<file path="config.mk">
export PLATFORM = sky130hd
export DESIGN_NAME = uart_rx_fifo
export DESIGN_NICKNAME = d
export VERILOG_FILES = /design/src/rtl/uart_rx_fifo_pkg.sv /design/src/rtl/uart_rx_fifo_mem.sv /design/src/rtl/uart_rx_fifo.sv
export SDC_FILE = /design/constraint.sdc
export NUM_CORES = 1
export LEC_CHECK = 0
export BUFFER_PORTS_ARGS = -buffer_cell sky130_fd_sc_hd__buf_2
export CAP_MARGIN = 0
export CORE_MARGIN = 2
export CORE_UTILIZATION = 35
export DETAILED_ROUTE_END_ITERATION = 10
export GPL_ROUTABILITY_DRIVEN = 0
export PLACE_DENSITY = 0.52
export SYNTH_ARGS = -nofsm -noshare
export SYNTH_HDL_FRONTEND = slang
export SYNTH_SLANG_ARGS = --single-unit
export TNS_END_PERCENT = 5
</file>
<file path="constraint.sdc">
create_clock -name clk -period 3.9 [get_ports clk]
set_input_delay 0.195 -clock clk [delete_from_list [all_inputs] [get_ports clk]]
set_output_delay 0.195 -clock clk [all_outputs]
set_load 0.02 [all_outputs]
</file>
<file path="src/rtl/uart_rx_fifo_pkg.sv">
// rtl/uart_rx_fifo_pkg.sv - shared UART defaults and the clog2 helper for the receive FIFO
`ifndef UART_DEFINES_SV
`define UART_DEFINES_SV
`define WD_SIZE 8
`define RX_FIFO_DEPTH 16
`endif

package uart_rx_fifo_pkg;

    // Ceiling log2 usable in parameter expressions; returns at least 1 so ports stay non-empty.
    function automatic int unsigned uart_clog2(input int unsigned value);
        int unsigned result;
        result = 0;
        while ((32'd1 << result) < value) begin
            result = result + 1;
        end
        if (result == 0) begin
            result = 1;
        end
        return result;
    endfunction

endpackage

</file>
<file path="src/rtl/uart_rx_fifo_mem.sv">
// rtl/uart_rx_fifo_mem.sv - FIFO storage array, synchronous write, asynchronous read
module uart_rx_fifo_mem
    import uart_rx_fifo_pkg::*;
#(
    parameter int WD_SIZE = `WD_SIZE,
    parameter int DEPTH   = `RX_FIFO_DEPTH,
    parameter int AW      = uart_clog2(DEPTH)
) (
    input  logic               clk,
    input  logic               wr_en,
    input  logic [AW-1:0]      wr_addr,
    input  logic [WD_SIZE-1:0] wr_data,
    input  logic [AW-1:0]      rd_addr,
    output logic [WD_SIZE-1:0] rd_data
);

    logic [WD_SIZE-1:0] mem [DEPTH];

    always_ff @(posedge clk) begin
        if (wr_en) begin
            mem[wr_addr] <= wr_data;
        end
    end

    assign rd_data = mem[rd_addr];

endmodule

</file>
<file path="src/rtl/uart_rx_fifo.sv">
// rtl/uart_rx_fifo.sv - first-word-fall-through receive FIFO with level, threshold IRQ and sticky overrun
module uart_rx_fifo
    import uart_rx_fifo_pkg::*;
#(
    parameter int WD_SIZE = `WD_SIZE,
    parameter int DEPTH   = `RX_FIFO_DEPTH,
    parameter int THRESH  = DEPTH / 2
) (
    input  logic                           clk,
    input  logic                           rst,
    input  logic [WD_SIZE-1:0]             wr_data_i,
    input  logic                           wr_vld_i,
    output logic [WD_SIZE-1:0]             rd_data_o,
    output logic                           rd_vld_o,
    input  logic                           rd_rdy_i,
    output logic [uart_clog2(DEPTH):0]     level_o,
    output logic                           full_o,
    output logic                           empty_o,
    output logic                           irq_o,
    output logic                           ovr_err_o,
    input  logic                           ovr_clr_i
);

    localparam int AW = uart_clog2(DEPTH);
    localparam int LW = AW + 1;
    localparam logic [LW-1:0] DEPTH_L  = LW'(DEPTH);
    localparam logic [LW-1:0] THRESH_L = LW'(THRESH);

    logic [AW-1:0] wr_ptr;
    logic [AW-1:0] rd_ptr;
    logic [LW-1:0] level;
    logic          ovr_err;
    logic          push;
    logic          pop;
    logic          ovr_set;

    // Status flags come only from registered state so no input-to-flag path exists.
    assign empty_o   = (level == '0);
    assign full_o    = (level == DEPTH_L);
    assign rd_vld_o  = ~empty_o;
    assign irq_o     = (level >= THRESH_L) | ovr_err;
    assign level_o   = level;
    assign ovr_err_o = ovr_err;

    // A pop frees the slot in the same edge, so a full queue can still accept a word.
    assign pop     = rd_vld_o & rd_rdy_i;
    assign push    = wr_vld_i & (~full_o | pop);
    assign ovr_set = wr_vld_i & full_o & ~pop;

    always_ff @(posedge clk) begin
        if (rst) begin
            wr_ptr  <= '0;
            rd_ptr  <= '0;
            level   <= '0;
            ovr_err <= 1'b0;
        end else begin
            if (push) begin
                wr_ptr <= wr_ptr + 1'b1;
            end
            if (pop) begin
                rd_ptr <= rd_ptr + 1'b1;
            end
            if (push && !pop) begin
                level <= level + 1'b1;
            end else if (pop && !push) begin
                level <= level - 1'b1;
            end
            if (ovr_set) begin
                ovr_err <= 1'b1;
            end else if (ovr_clr_i) begin
                ovr_err <= 1'b0;
            end
        end
    end

    uart_rx_fifo_mem #(
        .WD_SIZE (WD_SIZE),
        .DEPTH   (DEPTH),
        .AW      (AW)
    ) u_mem (
        .clk     (clk),
        .wr_en   (push & ~rst),
        .wr_addr (wr_ptr),
        .wr_data (wr_data_i),
        .rd_addr (rd_ptr),
        .rd_data (rd_data_o)
    );

endmodule
</file>
==> impl_metrics.toml <==
[run_status]
status = "complete, no violations"

[timing]
fin_skew_ns = 0.00889
worstMarginPinSlew_ns = 0.976
layout_setup_ws_ns = 0.950
tns_ns = 0
finalSetupViolCount = 0
whs_ns = 0.0795
slew_headroom = 0.347
clock.fmax_mhz = 339
hold_viol = 0
rsz0062_at_grt = "false"
period_share = 0.756
fin_crit_ns = 2.95
slew_viol_final = 0

[finish]
n_antenna_cell = 0
finalCoreUtilization = 0.415
fillCellCount = 1486
synthToLayoutAreaGrowth_pct = 17.1
design_area_sq_um = 6800
mostFrequentLayoutCell = "edfxtp_1"
layout_common_cells = "edfxtp_1 (128), nor2_1 (34), mux4_2 (32)"
drive_above_1_share = 0.264
seq_area_sq_um = 4210
layout.nets = 391
multi_input_area_sq_um = 1520

[synthesis]
async_reset_ff_frac = 0
syn_area_per_cell_sq_um = 17.8
synth_area_leaders = "edfxtp_1 (66%), mux4_2 (12%), dfxtp_1 (6.2%), nor2_1 (2.2%), a22oi_1 (2.1%)"
ys.flop_type = "edfxtp_1"
synth_cell_types = 35
seq_area_frac_synth = 0.724
synth_edf_count = 128
synth_top_area_share = 0.662
yosys_warnings = 0
syn_area_sq_um = 5810
synth_cells = 326
ys_ff_latch = 146
syn-num-nets = 349
synth_top_area_cell = "edfxtp_1"

[clock_network]
cts-root-buf = "clkbuf_16"
cts_tree = "done"
clock_path_buffers = 2
cts.sinks = 146
clk_pin_slew_worst_paths_ns = 0.06
clk_latency_ns = 0.42
cts_resized = 0
cts_buffers = 17
ctsHoldBuffers = 0
h-tree-depth = 4
cts_setup_buffers = 0

[route]
wl_met3_um = 640
routedWlPerCell_um = 20.0
drt-total-wl_um = 12000
drc = 0
via_per_inst = 4.97
wl_met1_um = 5410
drt_iter0_markers = 262
firstDrtPassIters = 4
drtAntennaViolNets = 0
wl_met2_um = 5840
via_count = 2976
highest-signal-layer = "met4"

[floorplanning]
die_y_um = 133
chipWidth_um = 133
start_util = 0.354
row_count = 47
core_area_sq_um = 16400
die-area_sq_um = 17600
pin_count = 31

[power_and_ir_drop]
pwr-share-clk = 0.361
power_frac_comb = 0.217
p_seq_frac = 0.422
power.internal_mw = 3.20
power.leakage_nw = 2.26
power_density_nw_per_um2 = 644
ir_drop_mv = 0.312
switching_share = 0.270
power_switching_mw = 1.18

[setup_path]
cp-end-kind = "register"
startpoint_type = "register"
crit_type = "register to register"
crit_required_ns = 4.21
worst-path-max-fanout = 6
r2r_slack_ns = 0.95
cp_data_arrival_time_ns = 3.26

[global_route]
grt_pass1_vias = 3117
grt_pass1_wl_um = 18600
grt_max_degree = 33
grt-ovfl-total = 0
gr-usage-all-layers = 0.146
antenna_found_initial = 0

[flow_run]
drv_cap = 0

[placed_design]
place_area_sq_um = 6230
place_ws_ns = 0.961
place.detailed.hpwl_um = 7470
io_buffers = 30

[min_path]
hold_class = "input pin to register"
-- state kept, by name, summed over array words and instances, names as in the netlist, named ones only --
signal,cells
wr_ptr,4
u_mem.mem,128
rd_ptr,4
level_o,5
ovr_err_o,1
-- per-stage QoR --
step,total power [mW],cells
2_1_floorplan,2.58,326
3_3_place_gp,2.85,569
3_5_place_dp,2.85,569
4_1_cts,4.44,599
5_1_grt,4.59,599
6_report,4.38,599
-- cell usage after synthesis (3+ instances only) --
| cell | number |
|---|---|
| xor2_1 | 4 |
| mux4_2 | 32 |
| nor3_1 | 5 |
| edfxtp_1 | 128 |
| buf_2 | 4 |
| dfxtp_1 | 18 |
| clkbuf_1 | 7 |
| inv_1 | 9 |
| a22oi_1 | 16 |
| nand3_1 | 5 |
| a21oi_1 | 6 |
| xnor2_1 | 3 |
| nor2b_1 | 5 |
| ha_1 | 9 |
| nor2_1 | 34 |
| nand2_1 | 16 |
| or3_1 | 3 |
-- cell type report --
type | instances | area share
sequential | 146 | 0.618
multi-input combinational | 158 | 0.224
clock buffer | 19 | 0.0636
tap | 220 | 0.0405
timing repair buffer | 36 | 0.0287
clock inverter | 11 | 0.0204
inverter | 9 | 0.00497
-- cells by family (layout without fill, tap and decap cells) --
| kind of cell | count (synthesis) | count (layout) | share of synthesized area |
|---|---|---|---|
| multiplexers | 35 | 35 | 0.129 |
| flip-flops | 146 | 146 | 0.724 |
| buffers and inverters | 22 | 75 | 0.0151 |
| XOR/XNOR | 7 | 7 | 0.0106 |
| AO/OA/AOI/OAI | 29 | 29 | 0.0368 |
| adder cells (fa/ha/maj) | 10 | 10 | 0.0228 |
| AND/OR/NAND/NOR | 77 | 77 | 0.0614 |
-- critical path, cell delays in order, from the launching register on --
cell and delay (ns):
dfxtp_1 0.36, or4_4 0.61, o31ai_4 0.27, inv_1 0.09
ha_1 0.23, fa_1 0.41, nand2b_1 0.16, a21oi_1 0.16
mux2i_1 0.22, mux2_2 0.34
-- path summary, 6_finish.rpt --
check,from,end,depth (start not counted)
worst max-delay path,level_o[0]$_SDFFE_PP0P_,level_o[4]$_SDFFE_PP0P_,9
worst max register to register,level_o[0]$_SDFFE_PP0P_,level_o[4]$_SDFFE_PP0P_,9
worst min register to register,rd_ptr[3]$_SDFFE_PP0N_,rd_ptr[3]$_SDFFE_PP0N_,2
worst min-delay path,ovr_clr_i,ovr_err_o$_SDFFE_PP0P_,4
-- routing by layer --
layer | track usage | up-vias
met3 | 0.0356 | 10
met1 | 0.196 | 1518
met2 | 0.230 | 82
li1 | - | 1366
met4 | 0.0556 | 0
met5 | 0 | -
-- power groups by stage --
stage | Sequential [mW] | Clock (mW) | Combinational [mW]
after detailed placement | 1.88 | 0 | 0.964
after global placement | 1.88 | 0 | 0.971
after CTS | 1.85 | 1.61 | 0.970
after floorplan | 1.85 | 0 | 0.737
final | 1.85 | 1.58 | 0.949
after global routing | 1.86 | 1.68 | 1.04
No activity file was read; power rests on OpenSTA's default activity.
